File: src/rtl/sound_sdr_arb_pkg.sv
// Shared sound-subsystem types: arbiter state encoding and SDRAM line width.
// Latency: n/a (declarations only).
// Backpressure: n/a (declarations only).
package sound_sdr_arb_pkg;

    // Width of one SDRAM line as returned to the sound clients.
    localparam int LINE_W = 64;

    // Arbiter transaction states, also reused by the GA20 cache front end.
    typedef enum logic [1:0] {
        ST_IDLE = 2'd0,
        ST_BUSY = 2'd1,
        ST_DONE = 2'd2
    } sdr_state_t;

endpackage

File: src/rtl/sound_sdr_arb_pick.sv
// Grant selection between two requesters (fixed priority or round-robin).
// Latency: purely combinational.
// Backpressure: none; the caller decides when the pick is consumed.
module sound_sdr_arb_pick #(
    parameter bit FIXED_PRIO = 1'b0
) (
    input  logic req0,
    input  logic req1,
    input  logic last,
    output logic vld,
    output logic sel
);

    // A lone requester always wins; on a tie either port 0 wins outright or
    // the port that was not served last wins (last=0 means port 0 went last).
    always_comb begin
        vld = req0 | req1;
        sel = req1;
        if (req0 && req1) begin
            sel = FIXED_PRIO ? 1'b0 : ~last;
        end
    end

endmodule

File: src/rtl/sound_sdr_arb.sv
// Two-port arbiter sharing one SDRAM read channel for the sound engines.
// Latency: sdr_req one cycle after the IDLE sample; rdyN one cycle after sdr_rdy.
// Backpressure: requesters hold reqN/addrN until rdyN; sdr_req is held until sdr_rdy.
module sound_sdr_arb
    import sound_sdr_arb_pkg::*;
#(
    parameter bit FIXED_PRIO = 1'b0,
    parameter int AW         = 25
) (
    input  logic              clk,
    input  logic              reset,
    input  logic              req0,
    input  logic [AW-1:0]     addr0,
    output logic              rdy0,
    output logic [LINE_W-1:0] dout0,
    input  logic              req1,
    input  logic [AW-1:0]     addr1,
    output logic              rdy1,
    output logic [LINE_W-1:0] dout1,
    output logic [AW-1:0]     sdr_addr,
    output logic              sdr_req,
    input  logic [LINE_W-1:0] sdr_data,
    input  logic              sdr_rdy,
    output logic              busy
);

    sdr_state_t        state, state_d;
    logic              gnt, gnt_d;        // granted port: 0 or 1
    logic              last, last_d;      // last served port
    logic              drop, drop_d;      // granted port abandoned its request
    logic              sdr_req_d;
    logic [AW-1:0]     sdr_addr_d;
    logic              rdy0_d, rdy1_d;
    logic [LINE_W-1:0] dout0_d, dout1_d;

    logic              pick_vld;
    logic              pick_sel;
    logic              gnt_req;

    sound_sdr_arb_pick #(
        .FIXED_PRIO (FIXED_PRIO)
    ) u_pick (
        .req0 (req0),
        .req1 (req1),
        .last (last),
        .vld  (pick_vld),
        .sel  (pick_sel)
    );

    assign gnt_req = gnt ? req1 : req0;
    assign busy    = (state != ST_IDLE);

    // Next-state and next-output logic for the IDLE -> BUSY -> DONE cycle.
    always_comb begin
        state_d    = state;
        gnt_d      = gnt;
        last_d     = last;
        drop_d     = drop;
        sdr_req_d  = sdr_req;
        sdr_addr_d = sdr_addr;
        dout0_d    = dout0;
        dout1_d    = dout1;
        rdy0_d     = 1'b0;
        rdy1_d     = 1'b0;
        case (state)
            ST_IDLE: begin
                if (pick_vld) begin
                    state_d    = ST_BUSY;
                    gnt_d      = pick_sel;
                    last_d     = pick_sel;
                    drop_d     = 1'b0;
                    sdr_req_d  = 1'b1;
                    sdr_addr_d = pick_sel ? addr1 : addr0;
                end
            end
            ST_BUSY: begin
                // A request that drops at any point in BUSY loses its rdy
                // pulse, but the SDRAM read still runs to completion.
                if (!gnt_req) begin
                    drop_d = 1'b1;
                end
                if (sdr_rdy) begin
                    state_d   = ST_DONE;
                    sdr_req_d = 1'b0;
                    if (gnt) begin
                        dout1_d = sdr_data;
                        rdy1_d  = gnt_req & ~drop;
                    end else begin
                        dout0_d = sdr_data;
                        rdy0_d  = gnt_req & ~drop;
                    end
                end
            end
            ST_DONE: begin
                state_d = ST_IDLE;
            end
            default: begin
                state_d   = ST_IDLE;
                sdr_req_d = 1'b0;
            end
        endcase
    end

    // State and registered outputs; reset abandons any open transaction.
    always_ff @(posedge clk) begin
        if (reset) begin
            state    <= ST_IDLE;
            gnt      <= 1'b0;
            last     <= 1'b0;
            drop     <= 1'b0;
            sdr_req  <= 1'b0;
            sdr_addr <= '0;
            dout0    <= '0;
            dout1    <= '0;
            rdy0     <= 1'b0;
            rdy1     <= 1'b0;
        end else begin
            state    <= state_d;
            gnt      <= gnt_d;
            last     <= last_d;
            drop     <= drop_d;
            sdr_req  <= sdr_req_d;
            sdr_addr <= sdr_addr_d;
            dout0    <= dout0_d;
            dout1    <= dout1_d;
            rdy0     <= rdy0_d;
            rdy1     <= rdy1_d;
        end
    end

endmodule
File: config.mk
export PLATFORM = sky130hd
export DESIGN_NAME = sound_sdr_arb
export DESIGN_NICKNAME = d
export VERILOG_FILES = /design/src/rtl/sound_sdr_arb_pkg.sv /design/src/rtl/sound_sdr_arb_pick.sv /design/src/rtl/sound_sdr_arb.sv
export SDC_FILE = /design/constraint.sdc
export NUM_CORES = 1
export LEC_CHECK = 0
export ABC_AREA = 1
export BUFFER_PORTS_ARGS = -buffer_cell sky130_fd_sc_hd__buf_2
export CORE_AREA = 2 2 169 88
export CTS_CLUSTER_SIZE = 20
export DETAILED_ROUTE_END_ITERATION = 6
export DIE_AREA = 0 0 171 90
export PLACE_DENSITY = 0.8
export SLEW_MARGIN = 20
export SYNTH_ARGS = -nofsm -noshare
export SYNTH_HDL_FRONTEND = slang
export SYNTH_SLANG_ARGS = --single-unit
export TNS_END_PERCENT = 20
File: constraint.sdc
create_clock -name clk -period 1.5 [get_ports clk]
set_input_delay 0.3 -clock clk [delete_from_list [all_inputs] [get_ports clk]]
set_output_delay 0.3 -clock clk [all_outputs]
set_load 0.01 [all_outputs]
==> Word-level counts from Yosys, hierarchy flattened <==
Cells that the tools add are included.
{ "word_totals": {"output_inout_bits": 157, "register_bits": 160, "in_bits": 119, "wordCells": 45} }
{ "op_classes": {"n_mux": 12, "eq_ne": 5, "n_bitwise": 7, "n_reduce_logical": 12} }
{ "op_table": {"columns": ["cell", "n"], "rows": [
  ["2-to-1 mux 25 bit", 1],
  ["AND reduction 3 bit", 4],
  ["OR reduction 4 bit", 2],
  ["2-to-1 mux 1 bit", 6],
  ["inequality test 2 bit (second input constant)", 3],
  ["NOT 1 bit", 5],
  ["2-to-1 mux 2 bit", 2],
  ["case mux 2 bit (2 select lines)", 1],
  ["AND reduction 2 bit", 2],
  ["nonzero test 2 bit", 2],
  ["case mux 1 bit (3 select lines)", 1],
  ["== test 2 x 1 -> 1 bit (second input constant)", 1],
  ["== test 2 bit (second input constant)", 1],
  ["logical NOT 2 bit", 1],
  ["case mux 1 bit (2 select lines)", 1],
  ["bitwise AND 1 bit", 1],
  ["logical AND 1 bit", 1],
  ["OR 1 bit", 1]
]} }

==> Depth between registers and ports, before layout <==
{ "logic_depth": {"word_depth": 3, "mapped_depth": 8, "depth_no_buf": 6} }

==> Cells and area by module <==
From an unflattened synthesis, not the netlist that was laid out.
{ "unflattened": {"cells_unflattened": 1033, "hier_area_um2": 6720.2} }
{ "by_module_without_submodules": {"columns": ["mod", "seq_area_each_um2", "area_each_um2", "cells_per_inst", "instances"], "rows": [
  ["sound_sdr_arb", 3203.1, 6705.2, 1030, 1],
  ["sound_sdr_arb_pick", 0.0, 15.0, 3, 1]
]} }

==> Worst setup path before layout <==
No wires, ideal clock.
{ "synth_path": {"kind": "reg-to-reg", "start": "reg state[0]", "end": "reg dout1[10]", "synth_period_minus_slack_ns": 1.206, "slack_ns": 0.294, "arrival_time_ns": 1.090, "setup_time_ns": 0.116, "n_path_buf": 2, "required_time_ns": 1.384, "path_stages_with_launch": 8, "cell_sequence": "dfxtp_1 > inv_2 > nor2_2 > nand2_1 > buf_2 > buf_2 > o21ai_0 > nor2_1"} }
{ "synth_via": {"elab_chain_cells": 2} }
{ "synth_lines": {"columns": ["element", "line_no", "rtl"], "rows": [
  ["start: declaration", "sound_sdr_arb.sv:27", "sdr_state_t state, state_d;"],
  ["start signal: assignment", "sound_sdr_arb.sv:118", "state <= state_d;"],
  ["== test 2 x 1 -> 1 bit", "sound_sdr_arb.sv:65", "case (state)"],
  ["AND reduction 3 bit (no source line)", null, null],
  ["end signal: assignment", "sound_sdr_arb.sv:125", "dout1 <= dout1_d;"],
  ["end: declaration", "sound_sdr_arb.sv:19", "output logic [LINE_W-1:0] dout1,"]
]} }
No other way between the ends.
A chain may end at the register's enable or synchronous reset.

==> Final worst setup path <==
{ "layout_path": {"start": "reg state[0]", "end": "out busy"} }
{ "layout_via": {"elab_chain_cells": 1} }
{ "layout_lines": {"columns": ["element", "line_no", "rtl"], "rows": [
  ["nonzero test 2 bit", "sound_sdr_arb.sv:51", "assign busy = (state != ST_IDLE);"],
  ["end: declaration", "sound_sdr_arb.sv:24", "output logic busy"]
]} }
No other way between the ends.

==> out/results.ini <==
[synth]
yosys_warnings = 0
synth_area_um2 = 6550
syn_avg_cell_area_um2 = 7.02
synth_top_family_by_area = simple AND/OR/NAND/NOR gates
synth.area.mux_share_pct = 0
synth-simple-area-share_pct = 37.6
synth_fa_ha_area_share_pct = 0
ys_seq_area_share_pct = 48.9
ys_ff_latch = 160
synth_compound_area_share_pct = 5.35
syn_inst = 932
yosys-top-cells-area = dfxtp_1, nor2_1, nand2_1
synthDistinctLibCells = 17
synth_area_leader_cell = dfxtp_1
syn-num-nets = 1051
synthXorXnorAreaFrac_pct = 0
yosysTopAreaCellShare_pct = 48.9

[cts]
path_clk_slew_ns = 0.07
numClockSinks = 160
insertion_delay_ns = 0.41
cts_tree = done
cts_buffers = 17
clockBufferDepth = 2
h-tree-depth = 4
cts-root-buf = clkbuf_16

[sta]
finalHoldViolCount = 0
max_freq_ghz = 0.701
whs_ns = 0.159
rsz0062_at_grt = false
slew_violations = 0
finClkSkew_ns = 0.0195
worst_pin_slew_ns = 0.322
setup_violations = 0
fin_crit_sh_pct = 95.1
fin_crit_ns = 1.43
slew_headroom_pct = 78.5
finalSetupTns_ns = 0

[global_routing]
antenna_found_initial = 0
grt_max_degree = 51
grt.total_usage_pct = 24.3
overflow = 0
grt_pass1_vias = 6315
grt_first_pass_wirelength_um = 30500

[power_and_ir_drop]
p_int_mw = 7.74
comb_power_share_pct = 15.9
powerDensity_nw_per_um2 = 1220
power_leakage_nw = 4.51
peakVddDrop_mv = 0.612
p_sw_share_pct = 27.4
seqPwrFrac_pct = 43.5
pwr-share-clk_pct = 40.5
switchingPower_mw = 2.93
total_power_mw = 10.7

[drt]
antenna_left = 0
drt_iter0_drc = 442
drt_wl_total_um = 18600
vias = 6552
drc = 0
firstDrtPassIters = 5
drt-wirelength-per-cell_um = 13.3
viasPerCell = 4.69

[finish]
stdcell_count = 1398
diodes = 0
drive_gt1_share_pct = 28.1
nNetsFinal = 1306
fillers = 1307
final_cell_mix = nor2_1, buf_2, nand2_1
final_common_cell = nor2_1
area.growth.synth_to_final_pct = 34.0

[critical_path]
crit_type = flop to primary output
cp_max_fo = 4
cp_slowest_cell = dfxtp_1
path_cells = inv_2, nand2_1, buf_2
cp.required_ns = 1.20
crit_path_max_incr_delay_ns = 0.38
start_kind = flop
crit_arrival_ns = 1.13
critPathCaptureType = primary output

[floorplanning]
io-pin-count = 276
initial_core_util_pct = 46.6
die_w_um = 171
std_cell_rows = 31
dieArea_um2 = 15400
core_area_um2 = 14000
floorplan.die.height_um = 90

[placed_design]
placed_cells = 1366
portBuffers = 275
place.detailed.hpwl_um = 13300
gp_congestion = 0.817

[outcome]
outcome = finished clean

[flow_run]
maxCapViolations = 0

[min_path]
min_path_type = input pin to flop

==> sequential cells by signal (all words and copies together) (netlist names) <==
signal and flops:
drop 1, sdr_req 1, state 2, sdr_addr 25, last 1, rdy0 1, dout1 64, rdy1 1
dout0 64
==> synth_stat cells (all sizes together) <==
cell / number
inv: 59
dfxtp: 160
nand2: 178
clkbuf: 15
a21oi: 4
nand3: 3
nand3b: 64
nor3: 3
nor2: 336
buf: 44
o21ai: 66
==> per-stage QoR <==
stage / cell area, µm² / util [%] / worst slack, ns
2_1_floorplan: 6550 / - / 0.294
3_3_place_gp: 8180 / 58.2 / 0.222
3_5_place_dp: 8180 / 58.2 / 0.176
4_1_cts: 8770 / 62.5 / 0.0336
5_1_grt: 8770 / 62.5 / 0.0184
6_report: 8770 / 62.5 / 0.0735
==> cell families (layout without fill, tap and decap cells) <==
| kind of cell | Yosys count | after routing |
|---|---|---|
| AO/OA/AOI/OAI | 70 | 70 |
| flip-flops | 160 | 160 |
| buffers and inverters | 118 | 386 |
| AND/OR/NAND/NOR | 584 | 584 |
==> per-layer routing <==
layer	GRT usage (%)	wire length, µm
met1	32.0	8530
met2	39.3	8240
met3	7.71	1610
met4	5.08	170
met5	0	0
==> worst max-delay path, delay by kind of cell (launching register included) <==
kind | cells | cell delay [ns]
flip-flops | 1 | 0.38
buffers and inverters | 2 | 0.24
AND/OR/NAND/NOR | 1 | 0.12
==> layout make-up <==
class                           instances  area, µm²  share of cell area (%)
Sequential cell                       160       3200                    36.5
Timing Repair Buffer                  295       1680                    19.1
Tap cell                              198        248                    2.82
Multi-Input combinational cell        654       2830                    32.2
Clock inverter                         13        153                    1.74
Clock buffer                           19        443                    5.05
Inverter                               59        224                    2.55
==> path summary, 6_finish.rpt <==
| check | startpoint | endpoint | slack [ns] | depth (start not counted) |
|---|---|---|---|---|
| hold reg to reg | dout0[62] | dout0[62] | 0.46 | 2 |
| hold / removal | sdr_data[19] | dout1[19] | 0.16 | 3 |
| setup / recovery | state[0] | busy | 0.07 | 3 |
| setup reg to reg | state[0] | dout1[4] | 0.13 | 6 |
==> what timing repair did <==
item                       in CTS  in global routing
hold buffers                    0                  0
buffers inserted                0                  0
setup endpoints to repair       0                  1
gates resized for setup         0                  1
==> power groups by stage <==
stage	Sequential [mW]	Combinational (mW)	Clock, mW
finish	4.65	1.70	4.33
detailed placement	4.74	1.69	0
global placement	4.73	1.66	0
floorplan	4.85	0.866	0
CTS	4.65	1.70	4.41
global route	4.67	1.92	4.61
(Power assumes the default switching activity.)
